File: src/rtl/match_cnt_pkg.sv
// Shared types and default sizing for the match window counter.
package match_cnt_pkg;

    typedef enum logic {IDLE, RUN} mwc_state_t;

    localparam int unsigned MWC_CNT_W      = 8;
    localparam int unsigned MWC_WIN_W      = 16;
    localparam int unsigned MWC_WINDOW_LEN = 256;

endpackage

File: src/rtl/sat_inc.sv
// Combinational saturating incrementer; o_sat flags an increment clipped at all-ones.
module sat_inc #(
    parameter int unsigned W = 8
) (
    input  logic [W-1:0] i_in,
    input  logic         i_inc,
    output logic [W-1:0] o_out,
    output logic         o_sat
);

    logic w_at_max;

    always_comb begin
        w_at_max = (i_in == '1);
        o_sat    = w_at_max && i_inc;
        o_out    = o_sat ? i_in : i_in + W'(i_inc);
    end

endmodule

File: src/rtl/match_window_counter.sv
// Counts detector match pulses over fixed windows and hands each window's
// count to a 1-deep valid/ready output register.
module match_window_counter
    import match_cnt_pkg::*;
#(
    parameter int unsigned CNT_W      = MWC_CNT_W,
    parameter int unsigned WIN_W      = MWC_WIN_W,
    parameter int unsigned WINDOW_LEN = MWC_WINDOW_LEN
) (
    input  logic             clk,
    input  logic             rst,
    input  logic             en,
    input  logic             clr,
    input  logic             z,
    output logic [CNT_W-1:0] cnt_data,
    output logic             cnt_sat,
    output logic             cnt_valid,
    input  logic             cnt_ready,
    output logic             drop
);

    localparam logic [WIN_W-1:0] LAST_POS = WIN_W'(WINDOW_LEN - 1);

    mwc_state_t       r_state;
    logic [CNT_W-1:0] r_acc;
    logic             r_acc_sat;
    logic [WIN_W-1:0] r_win_pos;
    logic [CNT_W-1:0] r_cnt_data;
    logic             r_cnt_sat;
    logic             r_cnt_valid;
    logic             r_drop;

    logic [CNT_W-1:0] w_acc_next;
    logic             w_inc_sat;
    logic             w_close;
    logic             w_accept;

    // acc+z serves both the running count and the close-edge final value,
    // so the last cycle's match lands in the closing window.
    sat_inc #(.W(CNT_W)) u_acc_inc (
        .i_in  (r_acc),
        .i_inc (z),
        .o_out (w_acc_next),
        .o_sat (w_inc_sat)
    );

    assign w_close  = (r_state == RUN) && en && (r_win_pos == LAST_POS);
    assign w_accept = r_cnt_valid && cnt_ready;

    always_ff @(posedge clk or posedge rst) begin
        if (rst) begin
            r_state     <= IDLE;
            r_acc       <= '0;
            r_acc_sat   <= 1'b0;
            r_win_pos   <= '0;
            r_cnt_data  <= '0;
            r_cnt_sat   <= 1'b0;
            r_cnt_valid <= 1'b0;
            r_drop      <= 1'b0;
        end else if (clr) begin
            r_state     <= IDLE;
            r_acc       <= '0;
            r_acc_sat   <= 1'b0;
            r_win_pos   <= '0;
            r_cnt_data  <= '0;
            r_cnt_sat   <= 1'b0;
            r_cnt_valid <= 1'b0;
            r_drop      <= 1'b0;
        end else begin
            r_drop <= 1'b0;
            if (w_accept) begin
                r_cnt_valid <= 1'b0;
            end
            case (r_state)
                IDLE: begin
                    r_acc     <= '0;
                    r_acc_sat <= 1'b0;
                    r_win_pos <= '0;
                    if (en) begin
                        r_state <= RUN;
                    end
                end
                RUN: begin
                    if (!en) begin
                        r_state   <= IDLE;
                        r_acc     <= '0;
                        r_acc_sat <= 1'b0;
                        r_win_pos <= '0;
                    end else if (w_close) begin
                        r_acc     <= '0;
                        r_acc_sat <= 1'b0;
                        r_win_pos <= '0;
                        // A same-edge accept frees the register for the new result.
                        if (!r_cnt_valid || cnt_ready) begin
                            r_cnt_data  <= w_acc_next;
                            r_cnt_sat   <= r_acc_sat | w_inc_sat;
                            r_cnt_valid <= 1'b1;
                        end else begin
                            r_drop <= 1'b1;
                        end
                    end else begin
                        r_acc     <= w_acc_next;
                        r_acc_sat <= r_acc_sat | w_inc_sat;
                        r_win_pos <= r_win_pos + WIN_W'(1);
                    end
                end
                default: r_state <= IDLE;
            endcase
        end
    end

    assign cnt_data  = r_cnt_data;
    assign cnt_sat   = r_cnt_sat;
    assign cnt_valid = r_cnt_valid;
    assign drop      = r_drop;

endmodule

File: config.mk
export PLATFORM = sky130hd
export DESIGN_NAME = match_window_counter
export DESIGN_NICKNAME = d
export VERILOG_FILES = /design/src/rtl/match_cnt_pkg.sv /design/src/rtl/sat_inc.sv /design/src/rtl/match_window_counter.sv
export SDC_FILE = /design/constraint.sdc
export NUM_CORES = 1
export LEC_CHECK = 0
export CAP_MARGIN = 0
export CORE_UTILIZATION = 24
export CTS_CLUSTER_SIZE = 24
export DETAILED_ROUTE_END_ITERATION = 8
export GPL_TIMING_DRIVEN = 0
export SYNTH_ARGS = -nofsm -noshare
export SYNTH_HDL_FRONTEND = slang
export SYNTH_HIERARCHICAL = 1
export SYNTH_SLANG_ARGS = --single-unit
export TNS_END_PERCENT = 50
File: constraint.sdc
create_clock -name clk -period 2.6 [get_ports clk]
set_clock_uncertainty 0.05 [all_clocks]
set_input_delay 0.26 -clock clk [delete_from_list [all_inputs] [get_ports clk]]
set_output_delay 0.26 -clock clk [all_outputs]
set_load 0.1 [all_outputs]
==> results.yml, run 1 <==
layout:
  layout.nets: 215
  mostFrequentLayoutCells: "dfrtp_1 (37), nor2_1 (21), clkdlybuf4s50_1 (16)"
  instances_no_fill: 305
  n_diodes: 0
  layout.cells.most_common: "dfrtp_1"
  area_delta_synth_final_pct: 21.2
  fillers: 764
  drive_above_1_share: 0.0922
synthesis:
  synth_edf_count: 0
  yosys_register_bits: 37
  async_reset_ff_frac: 1.00
  mapped_cells: 183
  post_synthesis_average_cell_area_um2: 10.0
  synth_cell_types: 34
  synth.yosys.warnings: 6
  synth_sequential_area_ratio: 0.505
  synth_nets: 192
  synth_ff_type: "dfrtp_1"
  post_synth_instance_area_mm2: 0.00183
critical_path:
  critical_path.endpoint_type: "flip-flop"
  worstPathMaxFanout: 10
  worst_r2r_path_depth: 6
  cp_data_required_time_ns: 2.72
  reg2reg_from: "r_win_pos[0]"
  r2r_end: "r_win_pos[14]"
  critPathKind: "flip-flop to flip-flop"
  nature_of_the_critical_path_startpoint: "flip-flop"
  cp.arrival_ns: 2.37
  worst_setup_path_startpoint: "r_win_pos[0]"
  worst-r2r-setup-slack_ns: 0.35
pwr:
  power.ir.vdd_worst_v: 0.000221
  power_density_mw_per_mm2: 489
  power.static_leakage_uw: 0.000913
placed_design:
  place.detailed.hpwl_mm: 2.83
  place.port_buffers: 16
  gp_routability_congestion: 0.790
  placed_cells_incl_taps: 298
sta:
  hold_slack_ns: 0.378
  timing_hold_violations_final: 0
  timing.max_slew.rel_slack: 0.337
  layout_min_cycle_time_ns: 2.25
  setup_total_negative_slack_ns: 0
  fmax_mhz: 444
  timing.final.crit_share: 0.867
  timing.final.setup_violations: 0
  transition_time_at_the_pin_with_the_least_slew_margin_ns: 0.991
  drv_slew: 0
  grt_setup_unrepaired: "no"
die:
  design.core.area_mm2: 0.00733
  die-width_um: 89.4
  die_height_um: 89.4
  design.die.area_mm2: 0.00799
  floorplan.initialDensity: 0.250
  io_pins: 17
  num_rows: 31
global_routing:
  grt-ovfl-total: 0
  first_pass_grt_wire_length_mm: 6.64
  grt.total_usage: 0.113
  grt_max_degree: 38
  number_of_global_route_vias_before_repair: 1343
  antenna_found_initial: 0
cts:
  numCtsBuffers: 5
  cts_hold_buffers: 0
  cts_tree: "yes"
  cts_num_sinks: 37
  clock_pin_slew_on_the_worst_setup_and_hold_paths_ns: 0.07
  cts.path.max_buffers: 2
  cts_root_buf: "clkbuf_8"
  post_cts_setup_buffer_count: 0
  clock_insertion_delay_worst_skew_ns: 0.29
  cts_max_level: 2
  ctsResizeCount: 0
route:
  drt-total-wl_mm: 4.04
  drt_pass1_iterations: 4
  antenna_violating_nets_post_route: 0
  drt_drc_violations_left: 0
  post_drt_wl_per_cell_um: 13.2
  route.vias.total: 1426
  detailedRoute.firstIterationViolations: 46
  route.detailed.vias_per_inst: 4.68
outcome:
  outcome: "completed"
min_path:
  timing.hold.worst.class: "input port to async pin"
flow_run:
  max_cap_violations: 0
cell families after synthesis:
kind of cell | share of synthesized area
multiplexers | 0.00819
buffers and inverters | 0.0273
flip-flops | 0.505
AND/OR/NAND/NOR | 0.283
adder cells (fa/ha/maj) | 0.0205
XOR/XNOR | 0.0669
AO/OA/AOI/OAI | 0.0894
through the flow:
stage / util / total power [µW] / instance area (µm²) / setup slack (ns)
5_1_grt: 0.303 / 1130 / 2220 / 0.211
2_1_floorplan: - / 606 / 1830 / 0.542
3_3_place_gp: 0.289 / 622 / 2120 / 0.350
3_5_place_dp: 0.289 / 622 / 2120 / 0.347
6_report: 0.303 / 1090 / 2220 / 0.347
4_1_cts: 0.303 / 1100 / 2220 / 0.338
power breakdown:
group / total (µW) / leakage [µW] / switching [µW] / internal [µW]
clock: 476 / 0.0000540 / 197 / 279
sequential: 578 / 0.000516 / 1.06 / 577
combinational: 32.2 / 0.000343 / 22.5 / 9.72
total: 1090 / 0.000913 / 221 / 865
flip-flops by register name, summed over array words and instances, names as in the netlist:
name       flops
cnt_sat        1
cnt_valid      1
drop           1
r_acc          8
r_state        1
r_acc_sat      1
r_win_pos     16
cnt_data       8
worst max-delay path, stage by stage (launching register included):
cell and delay [ns]:
dfrtp_1 0.39, ha_1 0.26, nand3_1 0.25, or4_4 0.60, nand2_1 0.23, buf_2 0.28
nor2_1 0.08
worst max-delay path by stage:
stage	to	slack, ns	cells after the start
6_report	r_win_pos[14]	0.35	6
3_5_place_dp	r_win_pos[14]	0.35	5
2_1_floorplan	drop	0.54	5
4_1_cts	r_win_pos[14]	0.34	5
5_1_grt	r_win_pos[14]	0.21	6
3_3_place_gp	r_win_pos[7]	0.35	6
cell usage after synthesis (4+ instances only):
| master | instances | area (µm²) |
|---|---|---|
| and3_1 | 13 | 81.3 |
| xor2_1 | 6 | 52.6 |
| nor2_1 | 21 | 78.8 |
| nand2_1 | 7 | 26.3 |
| nand4_1 | 13 | 81.3 |
| xnor2_1 | 8 | 70.1 |
| nor3_1 | 4 | 20.0 |
| a21oi_1 | 15 | 75.1 |
| o21ai_0 | 10 | 50.1 |
| dfrtp_1 | 37 | 926 |
| nand3_1 | 11 | 55.1 |
per-layer routing:
layer | share of wire | wire length [µm] | vias up | GRT usage
met1 | 0.49 | 1970 | 686 | 0.148
li1 | - | - | 716 | -
met3 | 0.031 | 127 | 5 | 0.0314
met4 | 0.013 | 53 | 0 | 0.0476
met2 | 0.47 | 1890 | 19 | 0.175
met5 | 0 | 0 | - | 0
final cells by class:
class | instances | area [µm²] | share of cell area
Tap cell | 99 | 124 | 0.0558
Timing Repair Buffer | 16 | 160 | 0.0721
Clock buffer | 5 | 68.8 | 0.0310
Sequential cell | 37 | 926 | 0.417
Multi-Input combinational cell | 137 | 857 | 0.386
Clock inverter | 2 | 35.0 | 0.0158
Buffer | 6 | 38.8 | 0.0175
Inverter | 3 | 11.3 | 0.00507
No activity file was read; power rests on OpenSTA's default activity.
==> inputs of run 2 (changes only) <==
--- a/config.mk
+++ b/config.mk
@@ -6,10 +6,12 @@
 export NUM_CORES = 1
 export LEC_CHECK = 0
 export CAP_MARGIN = 0
-export CORE_UTILIZATION = 24
+export CORE_UTILIZATION = 40
+export CTS_BUF_LIST = sky130_fd_sc_hd__clkbuf_16
 export CTS_CLUSTER_SIZE = 24
 export DETAILED_ROUTE_END_ITERATION = 8
 export GPL_TIMING_DRIVEN = 0
+export SKIP_CTS_REPAIR_TIMING = 1
 export SYNTH_ARGS = -nofsm -noshare
 export SYNTH_HDL_FRONTEND = slang
 export SYNTH_HIERARCHICAL = 1
==> results.yml, run 2 (synthesis results as in run 1) <==
critical_path:
  critical-path-max-stage-delay_ns: 0.55
  cpLargestDelayFamily: "simple AND/OR/NAND/NOR gates"
  critical_path.endpoint_type: "flip-flop"
  critical_path.most_common_cell: "or4_4"
  slowest_stage: "or4_4"
  cp.arrival_ns: 2.36
  cp.buffers_inverters: 1
  critical_path.cell_chain: "or4_4 > or4_4 > nand2_1 > buf_2 > nor2_1"
  nature_of_the_critical_path_startpoint: "flip-flop"
  critPathKind: "flip-flop to flip-flop"
  cp_data_required_time_ns: 2.71
  worstPathMaxFanout: 10
global_routing:
  antenna_found_initial: 0
  number_of_global_route_vias_before_repair: 1469
  grt-ovfl-total: 0
  first_pass_grt_wire_length_mm: 7.10
  grt.total_usage: 0.184
  grt_max_degree: 38
sta:
  timing_hold_violations_final: 0
  drv_slew: 0
  timing.max_slew.rel_slack: 0.342
  timing.final.setup_violations: 0
  layout_min_cycle_time_ns: 2.25
  transition_time_at_the_pin_with_the_least_slew_margin_ns: 0.984
  grt_setup_unrepaired: "no"
  timing.final.crit_share: 0.867
  fmax_mhz: 444
  setup_total_negative_slack_ns: 0
pwr:
  switching_share: 0.201
  power.ir.vdd_worst_v: 0.000282
  power_density_mw_per_mm2: 531
  power.static_leakage_uw: 0.000927
  seq_power_share: 0.498
  cell_internal_power_dissipation_uw: 930
  finalPower_uw: 1160
  total_switching_power_uw: 233
  combinationalPowerShare: 0.028
  clkPwrFrac: 0.474
route:
  route.detailed.vias_per_inst: 5.67
  antenna_violating_nets_post_route: 0
  detailedRoute.firstIterationViolations: 99
  route.vias.total: 1462
  drt-total-wl_mm: 4.02
  drt_pass1_iterations: 4
  drt_drc_violations_left: 0
  post_drt_wl_per_cell_um: 15.6
layout:
  number_of_flip_flops_under_the_largest_register_name: 16
  ff_latch_area_um2: 926
  mostFrequentLayoutCells: "dfrtp_1 (37), nor2_1 (21), clkdlybuf4s50_1 (16)"
  fillers: 405
  layout.cells.most_common: "dfrtp_1"
  area_delta_synth_final_pct: 19.5
  postLayoutCellArea_mm2: 0.00219
  fraction_of_the_core_area_covered_by_cells_at_the_end_of_the_flow: 0.500
  largest_register: "r_win_pos"
  layout.nets: 215
  instances_no_fill: 258
  multi_input_logic_area_um2: 857
  drive_above_1_share: 0.0825
  n_diodes: 0
outcome:
  outcome: "completed"
flow_run:
  max_cap_violations: 0
cts:
  cts_num_sinks: 37
  cts_tree: "yes"
  clock_pin_slew_on_the_worst_setup_and_hold_paths_ns: 0.05
  numCtsBuffers: 5
  cts_root_buf: "clkbuf_16"
  cts.path.max_buffers: 2
  clock_insertion_delay_worst_skew_ns: 0.28
  cts_max_level: 2
die:
  design.die.area_mm2: 0.00486
  io_pins: 17
  floorplan.initialDensity: 0.418
  num_rows: 24
  design.core.area_mm2: 0.00438
  die_height_um: 69.7
  die-width_um: 69.7
placed_design:
  placed_cells_incl_taps: 251
  place.port_buffers: 16
  place.detailed.hpwl_mm: 2.82
  gp_routability_congestion: 0.818
  postPlaceCellArea_mm2: 0.00206
min_path:
  timing.hold.worst.class: "input port to async pin"
-- run 2: path summary, 6_finish.rpt --
check                                   from             to  slack (ns)  depth (start not counted)
worst max-delay path            r_win_pos[9]  r_win_pos[14]        0.35                          5
worst min-delay path                     rst   r_win_pos[3]        0.39                          2
worst max register to register  r_win_pos[9]  r_win_pos[14]        0.35                          5
worst min register to register  r_win_pos[0]   r_win_pos[0]        0.44                          1
max in group asynchronous                rst       r_acc[6]        1.62                          2
min in group clk                r_win_pos[0]   r_win_pos[0]        0.44                          1
-- run 2: area by class of cell --
type | count | share of cell area
Inverter | 3 | 0.00514
Clock inverter | 2 | 0.00343
Sequential cell | 37 | 0.423
Multi-Input combinational cell | 137 | 0.391
Clock buffer | 5 | 0.0571
Buffer | 6 | 0.0177
Tap cell | 52 | 0.0297
Timing Repair Buffer | 16 | 0.0731
-- run 2: through the flow --
stage,hold WS (ns),setup slack [ns]
global placement,0.414,0.370
detailed placement,0.426,0.343
CTS,0.435,0.340
global route,0.452,0.213
finish,0.395,0.346
floorplan,0.274,0.542
-- run 2: power groups by stage --
stage	Clock (µW)	Sequential [µW]	Combinational, µW
final	552	579	32.3
after global routing	584	579	37.2
after CTS	559	579	33.4
after detailed placement	0	589	33.3
after global placement	0	589	32.2
after floorplan	0	589	17.2
-- run 2: routing by layer --
metal  track usage  part of all wire  up-vias
met5             0                 0        -
li1              -                 -      709
met1         0.227              0.45      717
met3        0.0509             0.038        7
met2         0.316              0.50       29
met4        0.0533             0.016        0
-- run 2: worst reg2reg max path, cell delays in order (launching register included) --
cell	delay (ns)
dfrtp_1	0.44
or4_4	0.55
or4_4	0.51
nand2_1	0.24
buf_2	0.27
nor2_1	0.08
==> inputs of run 3 (changes only) <==
--- a/config.mk
+++ b/config.mk
@@ -5,7 +5,7 @@
 export SDC_FILE = /design/constraint.sdc
 export NUM_CORES = 1
 export LEC_CHECK = 0
-export CAP_MARGIN = 0
+export CAP_MARGIN = 20
 export CORE_UTILIZATION = 40
 export CTS_BUF_LIST = sky130_fd_sc_hd__clkbuf_16
 export CTS_CLUSTER_SIZE = 24
==> results.yml, run 3 (synthesis results as in run 1) <==
critical_path:
  slowest_stage: "or4_4"
  nature_of_the_critical_path_startpoint: "flip-flop"
  critPathKind: "flip-flop to flip-flop"
  worst_r2r_path_depth: 6
  cp_data_required_time_ns: 2.71
  critical_path.endpoint_type: "flip-flop"
  worst-r2r-setup-slack_ns: 0.34
  critical_path.cell_chain: "ha_1 > nand3_1 > or4_4 > nand2_1 > buf_2 > nor2_1"
  critical-path-max-stage-delay_ns: 0.60
  worstPathMaxFanout: 10
  cp.arrival_ns: 2.37
  reg2reg_from: "r_win_pos[0]"
  r2r_end: "r_win_pos[14]"
layout:
  n_diodes: 0
  area_delta_synth_final_pct: 21.4
  layout.cells.most_common: "dfrtp_1"
  number_of_flip_flops_under_the_largest_register_name: 16
  mostFrequentLayoutCells: "dfrtp_1 (37), nor2_1 (21), clkdlybuf4s50_1 (16)"
  drive_above_1_share: 0.0913
  layout.nets: 216
  largest_register: "r_win_pos"
global_routing:
  antenna_found_initial: 0
  grt.total_usage: 0.193
  grt-ovfl-total: 0
  number_of_global_route_vias_before_repair: 1472
  first_pass_grt_wire_length_mm: 7.27
  grt_max_degree: 26
cts:
  cts_num_sinks: 37
  numCtsBuffers: 5
  clock_pin_slew_on_the_worst_setup_and_hold_paths_ns: 0.06
  clock_insertion_delay_worst_skew_ns: 0.28
  cts_max_level: 2
  cts.path.max_buffers: 2
  cts_tree: "yes"
  cts_root_buf: "clkbuf_16"
pwr:
  cell_internal_power_dissipation_uw: 939
  power.static_leakage_uw: 0.000947
  seq_power_share: 0.487
  clkPwrFrac: 0.481
  power.ir.vdd_worst_v: 0.000269
  finalPower_uw: 1190
  power_density_mw_per_mm2: 534
  switching_share: 0.209
  total_switching_power_uw: 249
  combinationalPowerShare: 0.031
route:
  drt-total-wl_mm: 4.11
  antenna_violating_nets_post_route: 0
  route.vias.total: 1482
  detailedRoute.firstIterationViolations: 152
  drt_drc_violations_left: 0
  post_drt_wl_per_cell_um: 15.8
  drt_pass1_iterations: 4
  route.detailed.vias_per_inst: 5.70
sta:
  timing_hold_violations_final: 0
  drv_slew: 0
  transition_time_at_the_pin_with_the_least_slew_margin_ns: 0.985
  fmax_mhz: 442
  setup_total_negative_slack_ns: 0
  timing.final.setup_violations: 0
  grt_setup_unrepaired: "no"
  timing.max_slew.rel_slack: 0.341
  hold_slack_ns: 0.297
  layout_min_cycle_time_ns: 2.26
  timing.final.crit_share: 0.870
placed_design:
  place.detailed.hpwl_mm: 2.89
  place.port_buffers: 16
  gp_routability_congestion: 0.818
die:
  io_pins: 17
  num_rows: 24
  design.die.area_mm2: 0.00486
  floorplan.initialDensity: 0.418
  die_height_um: 69.7
  design.core.area_mm2: 0.00438
  die-width_um: 69.7
flow_run:
  max_cap_violations: 0
outcome:
  outcome: "completed"
min_path:
  timing.hold.worst.class: "input port to async pin"
-- run 3: cell count changes in the layout (fill, tap and decap cells not counted) --
cell      change
inv_1         +1
buf_16        +1
clkinv_2      +2
clkinv_1      -1
inv_2         -1
-- run 3: worst max path at each step --
stage                  start             to  slack [ns]  depth (start not counted)
6_report        r_win_pos[0]  r_win_pos[14]        0.34                          6
4_1_cts         r_win_pos[0]  r_win_pos[14]        0.34                          6
3_5_place_dp   r_win_pos[12]  r_win_pos[14]        0.35                          5
2_1_floorplan  r_win_pos[12]           drop        0.54                          5
3_3_place_gp   r_win_pos[12]   r_win_pos[6]        0.37                          5
5_1_grt         r_win_pos[0]  r_win_pos[14]        0.18                          6
-- run 3: routing by layer --
layer / vias up / wire length, µm / track usage
met4: 0 / 107 / 0.0867
met2: 34 / 1970 / 0.321
li1: 713 / - / -
met1: 724 / 1920 / 0.243
met5: - / 0 / 0
met3: 11 / 112 / 0.0378
-- run 3: per-stage QoR --
step | std cells | cell area [µm²] | utilization | setup WS, ns
after floorplan | 183 | 1830 | - | 0.542
after global placement | 251 | 2060 | 0.469 | 0.370
after detailed placement | 252 | 2090 | 0.476 | 0.350
after CTS | 260 | 2220 | 0.507 | 0.338
after global routing | 260 | 2220 | 0.507 | 0.180
final | 260 | 2220 | 0.507 | 0.339
-- run 3: layout make-up --
| class | instances | area (µm²) |
|---|---|---|
| sequential | 37 | 926 |
| multi-input combinational | 137 | 857 |
| buffer | 6 | 38.8 |
| tap | 52 | 65.1 |
| timing repair buffer | 17 | 188 |
| clock inverter | 3 | 13.8 |
| fill | 416 | 2160 |
| clock buffer | 5 | 125 |
| inverter | 3 | 11.3 |
-- run 3: worst max-delay path, delay by kind of cell, from the launching register on --
kind / cells / cell delay (ns)
simple gates: 4 / 1.18
fa+ha+maj: 1 / 0.26
flops: 1 / 0.39
buf+inv: 1 / 0.28
-- run 3: power by group through the flow --
stage	sequential (µW)	clock (µW)	combinational, µW
4_1_cts	579	583	38.5
6_report	579	572	37.2
3_5_place_dp	589	0	38.4
2_1_floorplan	589	0	17.2
5_1_grt	579	606	42.7
3_3_place_gp	589	0	32.2
==> RTL edit 1 (flow settings as in run 1) <==
Change the package constant `MWC_WIN_W` from 16 to 24.
--- a/src/rtl/match_cnt_pkg.sv
+++ b/src/rtl/match_cnt_pkg.sv
@@ -4,7 +4,7 @@
     typedef enum logic {IDLE, RUN} mwc_state_t;
 
     localparam int unsigned MWC_CNT_W      = 8;
-    localparam int unsigned MWC_WIN_W      = 16;
+    localparam int unsigned MWC_WIN_W      = 24;
     localparam int unsigned MWC_WINDOW_LEN = 256;
 
 endpackage
Formal check against the unedited RTL: same outputs for any inputs over 10 cycles, from zero or initial values and one cycle with rst high; that may be too few to reach the edited logic, so the function may still have changed.
==> RTL edit 1 against run 1 <==
Sequential share of layout area grew 0.76 points. Setup slack got worse by 0.062 ns. Synthesized area grew 23%. Cell area is 19% higher. Hold slack got worse by 0.18 ns. Largest power group unchanged. Routed wire length up 16%. Sequential cell count grew 8. Power rose by 7.9%.
==> RTL edit 1: results (changes against run 1) <==
The share of post-route cells with drive strength above 1 is 6.98% (was 9.22%). The wire length of the first global-routing pass came out at 8.05 mm (was 6.64 mm). The final wirelength is 4.68 mm (was 4.04 mm). The highest cell delay on the worst timing path was 0.53 ns (was 0.60 ns).

The count of unique library cells instantiated by Yosys came out at 37 (was 34). The peak supply drop was 0.000196 V (was 0.000221 V). Synth area leaders: dfrtp_1 50%, a21oi_1 5.1%, xnor2_1 4.7% (was dfrtp_1 51%, and3_1 4.4%, nand4_1 4.4%). Result of the run: finished, final reports clean (unchanged). The maximum count of clock buffers along a single path came to 2 (unchanged). The largest driver fanout on the critical path is 7 (was 10). The sequential area share after synthesis came out at 50.0% (was 50.5%). The number of placed cells counting well taps came to 359 (was 298). The maximum number of pins on one net before global-route repair is 32 (was 38). The post-layout net count is 267 (was 215). The via density per instance came out at 4.89 (was 4.68).

The via count is 1789 (was 1426). The total number of yosys warnings is 6 (unchanged). The half-perimeter wire length after placement is 3.43 mm (was 2.83 mm). The DRC marker count from the first detailed-route iteration is 81 (was 46). The number of antenna violations at the first check in global routing is 0 (unchanged). The net count of the mapped netlist is 243 (was 192).

Top cell types by occurrence after synthesis: 45 x dfrtp_1, 23 x a21oi_1, 20 x nand3_1, 20 x nor2_1, 12 x xnor2_1 (was 37 x dfrtp_1, 21 x nor2_1, 15 x a21oi_1). The overall fraction of global-route tracks in use came to 10.4% (was 11.3%). The placer's final routability congestion estimate came out at 0.750 (was 0.790).

The cell count after synthesis came to 234 (was 183). The leakage power total came to 0.00103 uW (was 0.000913 uW). The worst max-slew margin expressed relative to the limit came out at 35.6% (was 33.7%). The via count of the first global-routing pass is 1676 (was 1343). The power spent charging and discharging nets is 247 uW (was 221 uW). The data arrival time of the critical path came out at 2.49 ns (was 2.37 ns).

The slowest stage cell on the critical path is or4_1 (was or4_4).
-- RTL edit 1: final cells by class --
type / instances / area [um2]
Multi-Input combinational cell: 175 / 1070
Timing Repair Buffer: 17 / 180
Clock buffer: 7 / 86.3
Buffer: 10 / 41.3
Tap cell: 108 / 135
Sequential cell: 45 / 1130
Inverter: 4 / 15.0
Fill cell: 930 / 6240
-- RTL edit 1: logic make-up (layout without fill, tap and decap cells) --
kind of cell / Yosys count / in the layout / share of synthesized area [%]
multiplexers: 1 / 1 / 0.667
flip-flops: 45 / 45 / 50.0
AND/OR/NAND/NOR: 110 / 110 / 28.3
AO/OA/AOI/OAI: 46 / 46 / 11.0
buffers and inverters: 14 / 38 / 2.50
adder cells (fa/ha/maj): 3 / 3 / 1.67
XOR/XNOR: 15 / 15 / 5.84
-- RTL edit 1: power by group through the flow --
stage	Combinational (uW)	Clock (uW)	Sequential, uW
4_1_cts	40.1	447	701
3_5_place_dp	39.9	0	715
3_3_place_gp	35.8	0	716
6_report	37.9	432	702
2_1_floorplan	19.3	0	715
5_1_grt	44.4	475	702
-- RTL edit 1: metrics by stage --
stage | hold WS, ns | worst slack, ns | area [um2]
2_1_floorplan | 0.276 | 0.470 | 2250
3_3_place_gp | 0.408 | 0.233 | 2550
3_5_place_dp | 0.438 | 0.298 | 2570
4_1_cts | 0.215 | 0.296 | 2650
5_1_grt | 0.229 | 0.178 | 2650
6_report | 0.202 | 0.285 | 2650
-- RTL edit 1: worst paths after layout --
check                      slack, ns  cells past startpoint         start             to
max in group asynchronous       1.83                      3           rst  r_win_pos[13]
min in group clk                0.45                      2     r_acc_sat      r_acc_sat
hold / removal                  0.20                      2           rst   r_win_pos[9]
setup / recovery                0.29                      6  r_win_pos[0]  r_win_pos[22]
setup reg to reg                0.29                      6  r_win_pos[0]  r_win_pos[22]
hold reg to reg                 0.45                      2     r_acc_sat      r_acc_sat
-- RTL edit 1: per-layer routing --
layer  track usage, %  share of wire, %  up-vias
met5                0                 0        -
met3             3.40               3.6        4
met1             13.4                47      860
met4             3.10               1.2        0
met2             16.6                48       31
li1                 -                 -      894
==> RTL edit 2 (settings of run 1) <==
Without the edit above. Make the reset (`rst`) synchronous in one clocked block.
--- a/src/rtl/match_window_counter.sv
+++ b/src/rtl/match_window_counter.sv
@@ -47,7 +47,7 @@
     assign w_close  = (r_state == RUN) && en && (r_win_pos == LAST_POS);
     assign w_accept = r_cnt_valid && cnt_ready;
 
-    always_ff @(posedge clk or posedge rst) begin
+    always_ff @(posedge clk) begin
         if (rst) begin
             r_state     <= IDLE;
             r_acc       <= '0;
Check against the original RTL: same outputs for any inputs over 10 cycles, from zero or initial values and one cycle with rst high; that may be too few to reach the edited logic, so the function may still have changed.
==> RTL edit 2 against run 1 <==
The flow now finishes with violations (DRC). Global-route usage shrank 0.64 points. Fmax shrank 1.3%. Sequential power shrank 2%. Sequential cell count is the same. Routed wire length shrank 14%. Sequential share of layout area shrank 4.1 points. Power shrank 10%. Count of clock-buffer cells in the layout grew 3. Setup slack lost 0.029 ns. Synthesized area shrank 11%. Cell area shrank 11%. Largest power group unchanged. Highest routed layer unchanged.
==> RTL edit 2: results (changes against run 1) <==
The sequential area share after synthesis came out at 45.4% (was 50.5%). The overall fraction of global-route tracks in use came to 10.7% (was 11.3%). The synthesized area divided by synthesized cell count came out at 8.92 um2 (was 10.0 um2). The root buffer cell is clkbuf_8 (unchanged).

The leakage power total was 0.000612 uW (was 0.000913 uW). The post-cts gate resize count is 0 (unchanged). The net count of the mapped netlist is 192 (unchanged).

The fraction of registers with async set or reset after synthesis came to 0% (was 100%). The largest driver fanout on the critical path was 10 (unchanged). Top cell types by occurrence after synthesis: 37 x dfxtp_1, 25 x nor2_1, 15 x nand4_1 (was 37 x dfrtp_1, 21 x nor2_1, 15 x a21oi_1). The peak supply drop came out at 0.000164 V (was 0.000221 V). The post-layout net count was 215 (unchanged). The final wirelength came out at 3.47 mm (was 4.04 mm). The via density per instance came to 4.76 (was 4.68).

The number of setup buffers added after CTS was 0 (unchanged). The maximum number of pins on one net before global-route repair is 11 (was 38). The TritonCTS buffer count is 5 (unchanged). The number of port buffers came out at 16 (unchanged). The total number of yosys warnings came out at 6 (unchanged). The wire length of the first global-routing pass is 5.93 mm (was 6.64 mm). The data arrival time of the critical path is 2.41 ns (was 2.37 ns). The flip-flop count of the largest register after layout came out at 16 (unchanged).

The maximum count of clock buffers along a single path came to 2 (unchanged). The power spent charging and discharging nets is 207 uW (was 221 uW). The via count of the first global-routing pass is 1231 (was 1343). The half-perimeter wire length after placement is 2.45 mm (was 2.83 mm). The number of DRC violations after detailed routing came out at 2 (was 0).

The transition time at the pin with the least slew margin came out at 0.982 ns (was 0.991 ns). The placer's final routability congestion estimate is 0.794 (was 0.790). Result of the run: finished, violations left (was finished, final reports clean).

The number of cells in the finished layout apart from fillers is 284 (was 305). The count of unique library cells instantiated by Yosys came to 33 (was 34). The share of post-route cells with drive strength above 1 was 7.73% (was 9.22%). The number of levels the H-tree was split into is 2 (unchanged). The number of antenna repair diodes is 0 (unchanged). The checks that failed: DRC. The path class of the lowest-slack min-delay path is flip-flop to flip-flop (was input pin to async pin). The CTS clock-pin slew for the worst setup and hold paths is 0.07 ns (about the same). Synth area leaders: dfxtp_1 45%, xnor2_1 7.0%, nand4_1 5.8% (was dfrtp_1 51%, and3_1 4.4%, nand4_1 4.4%). The clock insertion delay at the later pin of the skew report came out at 0.29 ns (about the same).

The number of antenna violations at the first check in global routing is 0 (unchanged). The DRC marker count from the first detailed-route iteration is 58 (was 46). The top register by number of flip-flops is r_win_pos (unchanged). The count of TritonRoute iterations in the first routing pass is 9 (was 4).
RTL edit 2: changes by cell type in the layout (fill, tap and decap cells not counted), moves of 3 or more:
cell / change
dfxtp_1: +37
dfrtp_1: -37
nor4_1: +3
a31oi_1: +3
a21oi_1: -4
nor2_1: +4
xnor2_1: +5
and3_1: -11
and2_1: +10
xor2_1: -4
RTL edit 2: power by group through the flow:
stage / registers [uW] / clock network, uW / logic (uW)
after detailed placement: 581 / 0 / 19.6
after floorplan: 581 / 0 / 7.43
after CTS: 568 / 400 / 19.8
final: 568 / 387 / 19.6
after global placement: 581 / 0 / 19.6
after global routing: 568 / 435 / 22.0
RTL edit 2: worst max-delay path, cell delays in order, from the launching register on:
cell,delay [ns]
dfxtp_1,0.41
ha_1,0.24
nand4_1,0.33
or4_4,0.68
nand4_2,0.19
buf_4,0.21
nor2_1,0.07
RTL edit 2: logic make-up after synthesis:
group	count (synthesis)	share of synthesized area, %
AND/OR/NAND/NOR	92	31.4
flip-flops	37	45.4
AO/OA/AOI/OAI	26	8.74
XOR/XNOR	15	8.05
buffers and inverters	8	2.53
adder cells (fa/ha/maj)	3	2.30
multiplexers	2	1.53
RTL edit 2: layout make-up:
type / instances / area, um2
sequential: 37 / 741
timing repair buffer: 16 / 160
clock buffer: 8 / 80.1
tap: 77 / 96.3
buffer: 4 / 26.3
inverter: 4 / 15.0
multi-input combinational: 138 / 850
fill: 696 / 4490
RTL edit 2: per-stage QoR:
step / instance area (um2) / setup slack, ns / utilization, %
floorplan: 1630 / 0.667 / -
global placement: 1890 / 0.349 / 29.2
detailed placement: 1890 / 0.331 / 29.2
CTS: 1970 / 0.302 / 30.5
global route: 1970 / 0.149 / 30.5
finish: 1970 / 0.318 / 30.5
RTL edit 2: worst paths after layout:
| kind | end | slack [ns] | from | cells after the start |
|---|---|---|---|---|
| worst max register to register | r_win_pos[8] | 0.32 | r_win_pos[0] | 6 |
| worst max-delay path | r_win_pos[8] | 0.32 | r_win_pos[0] | 6 |
| worst min register to register | cnt_data[5] | 0.42 | cnt_data[5] | 2 |
| worst min-delay path | cnt_data[5] | 0.42 | cnt_data[5] | 2 |
RTL edit 2: routing by layer:
layer  routed length (um)  part of all wire, %  vias up  GRT usage [%]
li1                     -                    -      701              -
met1                 1660                   48      618           14.4
met2                 1600                   46       28           16.3
met3                  185                  5.3        5           3.34
met4                   27                 0.78        0           3.24
met5                    0                    0        -              0
